$ cat src/rtl/morse_char_decoder.sv
// morse_char_decoder: buffers dot/dash pulses and emits the ITU Morse ASCII character on each gap.
module morse_char_decoder #(
    parameter int SPACE_EN = 1
) (
    input  logic       clk,
    input  logic       reset,
    input  logic       dot_in,
    input  logic       dash_in,
    input  logic       lg_in,
    input  logic       wg_in,
    output logic [7:0] char_out,
    output logic       char_valid,
    output logic       err,
    output logic [2:0] sym_count
);
    typedef enum logic [1:0] {IDLE, COLLECT, EMIT, EMIT_SPACE} state_t;
    state_t state;
    logic [4:0] code, ncode;
    logic [2:0] nlen;
    logic overflow, novf, last_space, space_pend, sym, conflict, gap;
    logic [7:0] letter;
    function automatic logic [7:0] lookup(input logic [2:0] l, input logic [4:0] c);
        case ({l, c})
            8'b001_00000: lookup = 8'h45;
            8'b001_00001: lookup = 8'h54;
            8'b010_00000: lookup = 8'h49;
            8'b010_00001: lookup = 8'h41;
            8'b010_00010: lookup = 8'h4E;
            8'b010_00011: lookup = 8'h4D;
            8'b011_00000: lookup = 8'h53;
            8'b011_00001: lookup = 8'h55;
            8'b011_00010: lookup = 8'h52;
            8'b011_00011: lookup = 8'h57;
            8'b011_00100: lookup = 8'h44;
            8'b011_00101: lookup = 8'h4B;
            8'b011_00110: lookup = 8'h47;
            8'b011_00111: lookup = 8'h4F;
            8'b100_00000: lookup = 8'h48;
            8'b100_00001: lookup = 8'h56;
            8'b100_00010: lookup = 8'h46;
            8'b100_00100: lookup = 8'h4C;
            8'b100_00110: lookup = 8'h50;
            8'b100_00111: lookup = 8'h4A;
            8'b100_01000: lookup = 8'h42;
            8'b100_01001: lookup = 8'h58;
            8'b100_01010: lookup = 8'h43;
            8'b100_01011: lookup = 8'h59;
            8'b100_01100: lookup = 8'h5A;
            8'b100_01101: lookup = 8'h51;
            8'b101_01111: lookup = 8'h31;
            8'b101_00111: lookup = 8'h32;
            8'b101_00011: lookup = 8'h33;
            8'b101_00001: lookup = 8'h34;
            8'b101_00000: lookup = 8'h35;
            8'b101_10000: lookup = 8'h36;
            8'b101_11000: lookup = 8'h37;
            8'b101_11100: lookup = 8'h38;
            8'b101_11110: lookup = 8'h39;
            8'b101_11111: lookup = 8'h30;
            default:      lookup = 8'h3F;
        endcase
    endfunction
    // Buffer as it stands after this cycle's symbol, so a same-cycle gap closes it.
    always_comb begin
        sym      = dot_in ^ dash_in;
        conflict = dot_in & dash_in;
        nlen     = (sym && sym_count < 3'd6) ? sym_count + 3'd1 : sym_count;
        ncode    = (sym && sym_count < 3'd5) ? {code[3:0], dash_in} : code;
        novf     = overflow | (sym && sym_count >= 3'd5);
        gap      = (state == IDLE || state == COLLECT) && (lg_in || wg_in);
        letter   = lookup(nlen, ncode);
    end
    always_ff @(posedge clk) begin
        if (reset) begin
            state      <= IDLE;
            code       <= '0;
            sym_count  <= '0;
            overflow   <= 1'b0;
            char_out   <= 8'h00;
            char_valid <= 1'b0;
            err        <= 1'b0;
            last_space <= 1'b1;
            space_pend <= 1'b0;
        end else begin
            char_valid <= 1'b0;
            err        <= conflict;
            if (gap && nlen != 3'd0) begin
                char_valid <= 1'b1;
                char_out   <= letter;
                err        <= conflict | novf | (letter == 8'h3F);
                code       <= '0;
                sym_count  <= '0;
                overflow   <= 1'b0;
                last_space <= 1'b0;
                space_pend <= wg_in && SPACE_EN != 0;
                state      <= EMIT;
            end else if (gap && wg_in && SPACE_EN != 0 && !last_space) begin
                char_valid <= 1'b1;
                char_out   <= 8'h20;
                last_space <= 1'b1;
                state      <= EMIT_SPACE;
            end else if (state == EMIT && space_pend) begin
                char_valid <= 1'b1;
                char_out   <= 8'h20;
                last_space <= 1'b1;
                space_pend <= 1'b0;
                code       <= ncode;
                sym_count  <= nlen;
                overflow   <= novf;
                state      <= EMIT_SPACE;
            end else begin
                code       <= ncode;
                sym_count  <= nlen;
                overflow   <= novf;
                state      <= nlen != 3'd0 ? COLLECT : IDLE;
            end
        end
    end
endmodule
$ cat config.mk
export PLATFORM = sky130hd
export DESIGN_NAME = morse_char_decoder
export DESIGN_NICKNAME = d
export VERILOG_FILES = /design/src/rtl/morse_char_decoder.sv
export SDC_FILE = /design/constraint.sdc
export NUM_CORES = 1
export LEC_CHECK = 0
export ABC_AREA = 1
export CORE_AREA = 2 2 84 86
export CTS_CLUSTER_DIAMETER = 30
export DETAILED_ROUTE_END_ITERATION = 6
export DIE_AREA = 0 0 86 88
export PLACE_DENSITY_LB_ADDON = 0.1
export SLEW_MARGIN = 20
export SYNTH_ARGS = -nofsm -noshare
export SYNTH_HDL_FRONTEND = slang
export SYNTH_SLANG_ARGS = --single-unit
$ cat constraint.sdc
create_clock -name clk -period 2.5 [get_ports clk]
set_input_delay 0.25 -clock clk [delete_from_list [all_inputs] [get_ports clk]]
set_output_delay 0.25 -clock clk [all_outputs]
set_load 0.01 [all_outputs]
== After elaboration in Yosys (flattened, before gate mapping) ==
Index checks and enable logic that the tools add are counted.

* Bits in registers: 23
* Input bits: 6
* Output and inout bits: 13
* Logic and storage cells: 96

* Add/subtract/negate cells: 1
* Order comparisons: 3
* Eq/ne operators: 40
* Multiplexer cells: 20
* Bitwise gates (word level): 5
* Reduce and logical (&&, ||, !) cells: 17

{| class="wikitable"
|+ Operator list
! kind !! number
|-
| $pmux 7 s36 || 1
|-
| $eq 8x8->1 const B || 22
|-
| $eq 8x7->1 const B || 12
|-
| $eq 8x6->1 const B || 3
|-
| $mux 8 || 3
|-
| $mux 1 || 11
|-
| $logic_and 1x1->1 || 8
|-
| $lt 3x3->1 const B || 2
|-
| $mux 2 || 3
|-
| $reduce_bool 3->1 || 2
|-
| $mux 5 || 1
|-
| $add 3x1->3 const B || 1
|-
| $ge 3x3->1 const B || 1
|-
| $mux 3 || 1
|-
| $or 1x1->1 || 3
|-
| $eq 2x1->1 const B || 1
|-
| $eq 2x2->1 const B || 1
|-
| $logic_not 2->1 || 1
|-
| $logic_or 1x1->1 || 2
|-
| $ne 2x2->1 const B || 1
|-
| $reduce_and 2->1 || 1
|-
| $reduce_bool 2->1 || 1
|-
| $reduce_or 2->1 || 1
|-
| $and 1x1->1 || 1
|-
| 2 further kinds || 2
|}

== Depth between registers and ports, before layout ==
Gate-level depths: netlist of run 1.

* Depth in word-level cells: 8
* Mapped depth: 17
* Gate-level depth less buffers: 15

== Worst setup path before layout of run 1 ==
OpenSTA, ideal clock, no wires.

* Path type: register to register
* Start point: register sym_count[1]
* End point: register char_out[0]
* Data arrival time: 2007 ps
* Slack: 357 ps
* Stages on the path, launching flop included: 16
* Buffers on the path: 0
* Period minus slack after synthesis: 2143 ps
* Cells stage by stage: dfxtp_1 -> inv_1 -> ha_1 -> nand3b_1 -> nand2_1 -> nand3_1 -> nor2_4 -> nand2_2 -> nor2_1 -> nor2_1 -> nand2_1 -> nor2_4 -> nand2_2 -> nand2_1 -> nand2_1 -> a21oi_2

* Longest elaborated chain between the ends: 6
* Elaborated cells between the ends (all ways): 48

{| class="wikitable"
|+ RTL lines
! element !! line !! RTL
|-
| from (decl) || 14 || <nowiki>output logic [2:0] sym_count</nowiki>
|-
| from (signal assigned) || 108 || <nowiki>sym_count <= nlen;</nowiki>
|-
| from (signal assigned) || 113 || <nowiki>sym_count <= nlen;</nowiki>
|-
| $lt 3x3->1 (on tied branches) || 68, 67 ||
|-
| $logic_and 1x1->1 (on tied branches) || 68, 67 ||
|-
| $mux 5 or $mux 3 (tied branches) || 68, 67 ||
|-
| $eq 8x8->1 (tied with other cells) || 23 || <nowiki>case ({l, c})</nowiki>
|-
| $pmux 7 s36 or $logic_and 1x1->1 (tied branches) || 23, 87 ||
|-
| $mux 8 or $reduce_bool 3->1 (tied branches) || n/a ||
|-
| to (signal assigned) || 89 || <nowiki>char_out <= letter;</nowiki>
|-
| to (decl) || 11 || <nowiki>output logic [7:0] char_out,</nowiki>
|}

Parallel ways exist; a longest one is shown, timed or not.
A chain may end at the register's enable or synchronous reset.

== Worst setup path in the final report of run 1 ==
* Start point: input dot_in
* End point: register char_out[0]

* Longest elaborated chain between the ends: 6
* Elaborated cells between the ends (all ways): 46

{| class="wikitable"
|+ RTL lines
! element !! line !! RTL
|-
| from (decl) || 7 || <nowiki>input logic dot_in,</nowiki>
|-
| $xor 1x1->1 * || 65 || <nowiki>sym = dot_in ^ dash_in;</nowiki>
|-
| $logic_and 1x1->1 (on tied branches) || 68, 67 ||
|-
| $mux 5 or $mux 3 (tied branches) || 68, 67 ||
|-
| $eq 8x8->1 (tied with other cells) || 23 ||
|-
| $pmux 7 s36 or $logic_and 1x1->1 (tied branches) || 23, 87 ||
|-
| $mux 8 or $reduce_bool 3->1 (tied branches) || n/a ||
|}

Every way passes the cells marked *; elsewhere a longest branch is shown, timed or not.

==> results.tsv, run 1 <==
stage	metric	value	unit
status	run_status	completed	
floorplan	floorplan.core_area	0.00664	mm²
timing	final-hold-violation-count	0	
power_and_ir_drop	total_power	1250	µW
route	drtAntennaViolNets	0	
timing	slew_viol_final	0	
floorplan	die_area	0.00757	mm²
worst_setup_path	timing.setup.critical_path_class	in2reg	
global_route	grt.busiest_layer	met2	
floorplan	floorplan.rows	30	
synth	seq_area_frac_synth	21.9	%
placement	hpwlAfterDp	4410	µm
route	drt-vias-per-instance	4.75	
timing	final_report_setup_violation_count	0	
route	dr.pass1.iters	4	
synth	synthesis.nets	331	
placement	gpl.final_weighted_congestion	0.850	
global_route	grt_overflow	0	
clock_network	tritoncts.num_buffers	3	
floorplan	die_h	88	µm
worst_setup_path	worstSetupEndpointType	flop	
route	routed-via-count	2199	
worst_hold_path	hold_end	overflow$_SDFFE_PP0N_	
worst_setup_path	crit_path_max_incr_delay	0.45	ns
route	first_iteration_detailed_routing_drc_count	101	
route	postRouteWirelength	5700	µm
worst_setup_path	worst-endpoint-arrival	2.52	ns
clock_network	tritoncts	done	
timing	final_critical_path_setup_slack	0.122	ns
worst_setup_path	crit_slowest_cell	sky130_fd_sc_hd__clkdlybuf4s50_1	
synth	yosys_most_used_dff	sky130_fd_sc_hd__dfxtp_1	
layout	final_cells	463	
worst_setup_path	setup.reg_to_reg.worst_slack	0.25	ns
worst_setup_path	worst-path-max-fanout	8	
placement	post-place-cells	450	
worst_hold_path	worstHoldPathType	reg2reg	
synth	number_of_flops_mapped_to_enable_cells_by_yosys	0	
floorplan	die_width	86	µm
global_route	maximum_number_of_pins_on_one_net_before_global_route_repair	17	
synth	ys_types	32	
timing	max_freq	420	MHz
synth	synth.ff_latch_count	21	
clock_network	clock_sink_count	21	
clock_network	postCtsHoldBufs	0	
worst_setup_path	regToRegStartpoint	sym_count[2]$_SDFFE_PP0N_	
clock_network	maximum_number_of_buffers_from_clock_root_to_sink	2	
global_route	grt_pass1_vias	1992	
global_route	grt_antenna_before_repair	0	
global_route	grt_pass1_wl	9310	µm
worst_setup_path	worst_path_most_repeated_cell	sky130_fd_sc_hd__nand2_1	
timing	tightestPinTransition	0.517	ns
layout	layout.core_utilization	39.8	%
synth	postSynthCellCount	322	
synth	avgSynthCellArea	5.96	µm²
route	post-route-drc-count	0	
power_and_ir_drop	leakagePower	0.00130	µW
timing	layout_min_cycle_time	2.38	ns
worst_setup_path	r2r-end	char_out[0]$_SDFFE_PP0P_	
synth	synth_async_sr_flop_share	0	%
placement	detailedPlace.worstSlack	-0.344	ns
timing	share_of_the_clock_period_used_by_the_worst_path	95.1	%
worst_hold_path	holdPathStages	2	
power_and_ir_drop	powerDensity	474	mW/mm²
layout	final_layout_size_suffix_gt1_share	28.2	%
worst_setup_path	worst_ep_required_time	2.64	ns
synth	synthesis.yosys.warnings	0	
route	avgRoutedWirePerCell	12.3	µm
timing	timing.max_slew.rel_slack	65.1	%
clock_network	clkLatencyLatePin	0.27	ns
power_and_ir_drop	ir_worst_vdd	0.270	mV
worst_setup_path	timing.critical_path.cells	clkdlybuf4s50_1 -> ha_4 -> buf_4 -> nand3_1 -> nand2_2 -> nand3_4 -> buf_4 -> nor2_2 -> nand2_1 -> nand2_1 -> nor2_1 -> nand2_1 -> nor2_2 -> nand2_2 -> nand2_1 -> nand2_1 -> a21oi_2	
global_route	grt_util_all_layers	15.5	%
placement	port_buffers	17	
global_route	grt.met1_usage	20.5	%
layout	areaGrowthSynthToFinish	37.8	%
global_route	grt_util_met3	1.60	%
synth	syn-cell-area	0.00192	mm²
worst_hold_path	worstHoldStart	overflow$_SDFFE_PP0N_	
layout	nNetsFinal	393	
job	drv.max_cap_violation_count	0	
timing	maximum_clock_skew_at_final_layout	0.00672	ns
worst_setup_path	startpoint_kind_of_the_worst_setup_timing_path	input pin	
floorplan	floorplan.initialDensity	28.9	%
layout	fillerInstances	705	
layout	layout.cells.most_common	sky130_fd_sc_hd__nand2_1	
layout	insertedDiodeCount	0	
timing	setup-tns-final	0	ns
clock_network	clkTransAtPathRegs	0.09	ns
layout	mostFrequentLayoutCells	106 x sky130_fd_sc_hd__nand2_1, 44 x sky130_fd_sc_hd__buf_4, 36 x sky130_fd_sc_hd__nor2_1, 28 x sky130_fd_sc_hd__inv_1, 27 x sky130_fd_sc_hd__nand3_1	
floorplan	io_pins	19	
worst_setup_path	worst_r2r_path_depth	16	
clock_network	h-tree-depth	1	
global_route	met2_usage	26.3	%
clock_network	clock-root-buffer	sky130_fd_sc_hd__clkbuf_8	
-- synth_stat cells, drive strengths merged (2+ instances only) --
| library cell | instances | area (µm²) |
|---|---|---|
| a21oi | 20 | 119 |
| a31oi | 2 | 12.5 |
| buf | 7 | 57.5 |
| dfxtp | 21 | 420 |
| ha | 3 | 37.5 |
| inv | 31 | 116 |
| nand2 | 129 | 559 |
| nand3 | 32 | 195 |
| nand4 | 11 | 81.3 |
| nor2 | 49 | 226 |
| nor3 | 2 | 10.0 |
| o21ai | 9 | 48.8 |
| or2 | 2 | 12.5 |
-- where the power goes --
part	switching, µW	internal (µW)
clock network	124	111
registers	24.0	379
logic	345	270
total	493	761
-- cell type report --
class                   instances  area, µm²  share of cell area [%]
inverters                      31        116                    4.40
multi-input cells             264       1430                    54.0
clock buffers                   3       41.3                    1.56
flip-flops and latches         21        420                    15.9
clock inverters                 1       5.00                   0.189
well taps                      80        100                    3.78
repair buffers                 63        534                    20.2
-- cells by family (layout without fill, tap and decap cells) --
| group | Yosys count | count (layout) | synth area share (%) |
|---|---|---|---|
| AO/OA/AOI/OAI | 32 | 32 | 9.84 |
| buffers and inverters | 39 | 98 | 9.25 |
| adder cells (fa/ha/maj) | 3 | 3 | 1.95 |
| flip-flops | 21 | 21 | 21.9 |
| AND/OR/NAND/NOR | 226 | 228 | 56.9 |
| other | 1 | 1 | 0.195 |
-- repair_timing --
action                                  CTS  global route
setup buffers                             0             7
gates resized for setup                   1            21
cloned                                    0             2
pin swaps                                 0             8
endpoints found under the setup margin    6             8
-- per-layer routing --
metal	vias up	wire length (µm)
li1	1159	-
met1	991	2720
met2	40	2680
met3	9	183
met4	0	125
met5	-	0
-- registers in the layout, indices dropped and copies added (netlist names) --
| signal | flops |
|---|---|
| char_out | 7 |
| code | 5 |
| sym_count | 3 |
| state | 2 |
| err | 1 |
| last_space | 1 |
| overflow | 1 |
| space_pend | 1 |
-- worst max path at each step --
stage                                         start                  endpoint  slack (ns)  depth (start not counted)
after global routing                         dot_in  char_out[4]$_SDFFE_PP0P_     -0.0003                         17
after floorplan           sym_count[1]$_SDFFE_PP0N_  char_out[0]$_SDFFE_PP0P_        0.36                         15
after CTS                                   dash_in  char_out[0]$_SDFFE_PP0P_        0.03                         16
after detailed placement                    dash_in  char_out[0]$_SDFFE_PP0P_       -0.34                         16
after global placement                      dash_in  char_out[4]$_SDFFE_PP0P_       -0.35                         14
final                                        dot_in  char_out[0]$_SDFFE_PP0P_        0.12                         17
-- stage by stage --
stage | hold slack (ns) | cell area, µm²
4_1_cts | 0.461 | 2480
2_1_floorplan | 0.397 | 1920
6_report | 0.457 | 2650
3_5_place_dp | 0.449 | 2430
3_3_place_gp | 0.441 | 2430
5_1_grt | 0.484 | 2650
-- worst max-delay path: cells and delay by family --
| kind | cells | cell delay, ns |
|---|---|---|
| simple gates | 12 | 1.07 |
| compound gates | 1 | 0.05 |
| buf+inv | 3 | 0.78 |
| fa+ha+maj | 1 | 0.36 |
(Power assumes the default switching activity.)
==> run 2: changes to the inputs <==
--- a/config.mk
+++ b/config.mk
@@ -11,6 +11,8 @@
 export DETAILED_ROUTE_END_ITERATION = 6
 export DIE_AREA = 0 0 86 88
 export PLACE_DENSITY_LB_ADDON = 0.1
+export RECOVER_POWER = 25
+export SETUP_SLACK_MARGIN = 0.02
 export SLEW_MARGIN = 20
 export SYNTH_ARGS = -nofsm -noshare
 export SYNTH_HDL_FRONTEND = slang
==> run 2 against run 1 <==
Worst setup slack better by 0.16 ns. Clock skew hardly changed. Sequential power about the same. Critical path type is now reg2reg.
==> results.tsv, run 2 (synthesis gave the netlist of run 1 again) <==
stage	metric	value	unit
status	run_status	completed	
timing	slew_viol_final	0	
placement	port_buffers	17	
layout	fillerInstances	711	
clock_network	clkLatencyLatePin	0.27	ns
clock_network	clock_sink_count	21	
layout	mostFrequentLayoutCells	100 x sky130_fd_sc_hd__nand2_1, 44 x sky130_fd_sc_hd__buf_4, 36 x sky130_fd_sc_hd__nor2_1, 28 x sky130_fd_sc_hd__inv_1, 25 x sky130_fd_sc_hd__nand3_1	
timing	max_freq	452	MHz
placement	hpwlAfterDp	4410	µm
route	drtAntennaViolNets	0	
placement	post-place-cells	450	
global_route	grt_util_all_layers	15.5	%
timing	share_of_the_clock_period_used_by_the_worst_path	88.5	%
layout	layout.cells.most_common	sky130_fd_sc_hd__nand2_1	
layout	nNetsFinal	393	
global_route	grt_overflow	0	
floorplan	die_h	88	µm
power_and_ir_drop	powerDensity	466	mW/mm²
layout	final_layout_size_suffix_gt1_share	30.3	%
timing	final-hold-violation-count	0	
floorplan	die_width	86	µm
timing	timing.max_slew.rel_slack	64.0	%
route	first_iteration_detailed_routing_drc_count	108	
floorplan	floorplan.core_area	0.00664	mm²
timing	rsz0062_at_grt	false	
timing	layout_min_cycle_time	2.21	ns
layout	largest_reg_flops	7	
floorplan	floorplan.rows	30	
route	post-route-drc-count	0	
clock_network	h-tree-depth	1	
global_route	grt_antenna_before_repair	0	
global_route	grt_pass1_vias	1992	
worst_setup_path	worst-path-max-fanout	17	
timing	setup-tns-final	0	ns
timing	maximum_clock_skew_at_final_layout	0.00670	ns
power_and_ir_drop	leakagePower	0.00134	µW
placement	gpl.final_weighted_congestion	0.850	
clock_network	clock-root-buffer	sky130_fd_sc_hd__clkbuf_8	
worst_setup_path	timing.setup.critical_path_class	reg2reg	
global_route	maximum_number_of_pins_on_one_net_before_global_route_repair	17	
clock_network	clkTransAtPathRegs	0.09	ns
route	postRouteWirelength	5740	µm
timing	final_report_setup_violation_count	0	
clock_network	tritoncts	done	
layout	final_cells	463	
layout	areaGrowthSynthToFinish	39.2	%
floorplan	io_pins	19	
worst_setup_path	worst-endpoint-arrival	2.35	ns
worst_setup_path	worstSetupEndpointType	flop	
clock_network	maximum_number_of_buffers_from_clock_root_to_sink	2	
power_and_ir_drop	ir_worst_vdd	0.268	mV
route	drt-vias-per-instance	4.74	
floorplan	die_area	0.00757	mm²
global_route	grt_pass1_wl	9310	µm
timing	tightestPinTransition	0.533	ns
floorplan	floorplan.initialDensity	28.9	%
worst_setup_path	worst_ep_required_time	2.64	ns
route	avgRoutedWirePerCell	12.4	µm
layout	insertedDiodeCount	0	
worst_hold_path	worstHoldPathType	reg2reg	
layout	top_register	char_out	
route	routed-via-count	2195	
job	drv.max_cap_violation_count	0	
clock_network	tritoncts.num_buffers	3	
route	dr.pass1.iters	4	
layout	top_regs	char_out (7), code (5), sym_count (3)	
worst_setup_path	startpoint_kind_of_the_worst_setup_timing_path	flop	
## run 2: cell count changes in the layout (fill, tap and decap cells not counted)
| cell | change |
|---|---|
| sky130_fd_sc_hd__nand3_1 | -2 |
| sky130_fd_sc_hd__dlygate4sd3_1 | +8 |
| sky130_fd_sc_hd__nand3_2 | +2 |
| sky130_fd_sc_hd__nand2_1 | -6 |
| sky130_fd_sc_hd__nand2_2 | +6 |
| sky130_fd_sc_hd__clkdlybuf4s50_1 | -9 |
| sky130_fd_sc_hd__dlymetal6s2s_1 | +1 |
## run 2: path summary, 6_finish.rpt
path	start	end	slack [ns]	cells past startpoint
max	sym_count[2]$_SDFFE_PP0N_	char_out[0]$_SDFFE_PP0P_	0.29	16
min	overflow$_SDFFE_PP0N_	overflow$_SDFFE_PP0N_	0.46	2
max reg2reg	sym_count[2]$_SDFFE_PP0N_	char_out[0]$_SDFFE_PP0P_	0.29	16
min reg2reg	overflow$_SDFFE_PP0N_	overflow$_SDFFE_PP0N_	0.46	2
## run 2: worst max-delay path, stage by stage (launching register included)
cell	delay (ns)
sky130_fd_sc_hd__dfxtp_1	0.50
sky130_fd_sc_hd__nand2_4	0.21
sky130_fd_sc_hd__nand2_1	0.15
sky130_fd_sc_hd__nand2_1	0.07
sky130_fd_sc_hd__nand2_2	0.12
sky130_fd_sc_hd__nand3_4	0.10
sky130_fd_sc_hd__buf_4	0.16
sky130_fd_sc_hd__nor2_2	0.16
sky130_fd_sc_hd__nand2_1	0.11
sky130_fd_sc_hd__nand2_1	0.10
sky130_fd_sc_hd__nor2_1	0.05
sky130_fd_sc_hd__nand2_1	0.06
sky130_fd_sc_hd__nor2_2	0.04
sky130_fd_sc_hd__nand2_2	0.08
sky130_fd_sc_hd__nand2_1	0.06
sky130_fd_sc_hd__nand2_1	0.07
sky130_fd_sc_hd__a21oi_2	0.05
## run 2: where the power goes
group,internal [µW],switching [µW]
logic,262,347
clock network,111,124
registers,379,23.1
## run 2: cell type report
class | instances | area, µm² | area share [%]
clock buffers | 3 | 41.3 | 1.54
clock inverters | 1 | 5.00 | 0.187
well taps | 80 | 100 | 3.74
repair buffers | 63 | 537 | 20.1
flip-flops and latches | 21 | 420 | 15.7
multi-input cells | 264 | 1450 | 54.4
inverters | 31 | 116 | 4.35
## run 2: per-layer routing
metal | vias to the layer above | track usage (%) | wire length (µm)
li1 | 1158 | - | -
met1 | 993 | 20.5 | 2750
met2 | 35 | 26.3 | 2710
met3 | 9 | 1.60 | 163
met4 | 0 | 5.19 | 121
met5 | - | 0 | 0
## run 2: timing repair
item                       4_1_cts  5_1_grt
setup buffers                    0        7
pin swaps                        0       12
setup endpoints to repair        7        8
gates resized for setup          1       30
hold buffers                     0        0
gates cloned                     0        2
## run 2: through the flow
stage	cell area, µm²	total power [µW]	setup WS [ns]	hold slack (ns)	utilization, %
3_5_place_dp	2430	975	-0.344	0.449	36.6
2_1_floorplan	1920	745	0.357	0.397	-
3_3_place_gp	2430	982	-0.354	0.441	36.6
5_1_grt	2670	1340	0.0685	0.484	40.2
6_report	2670	1250	0.286	0.457	40.2
4_1_cts	2480	1220	0.0261	0.461	37.4
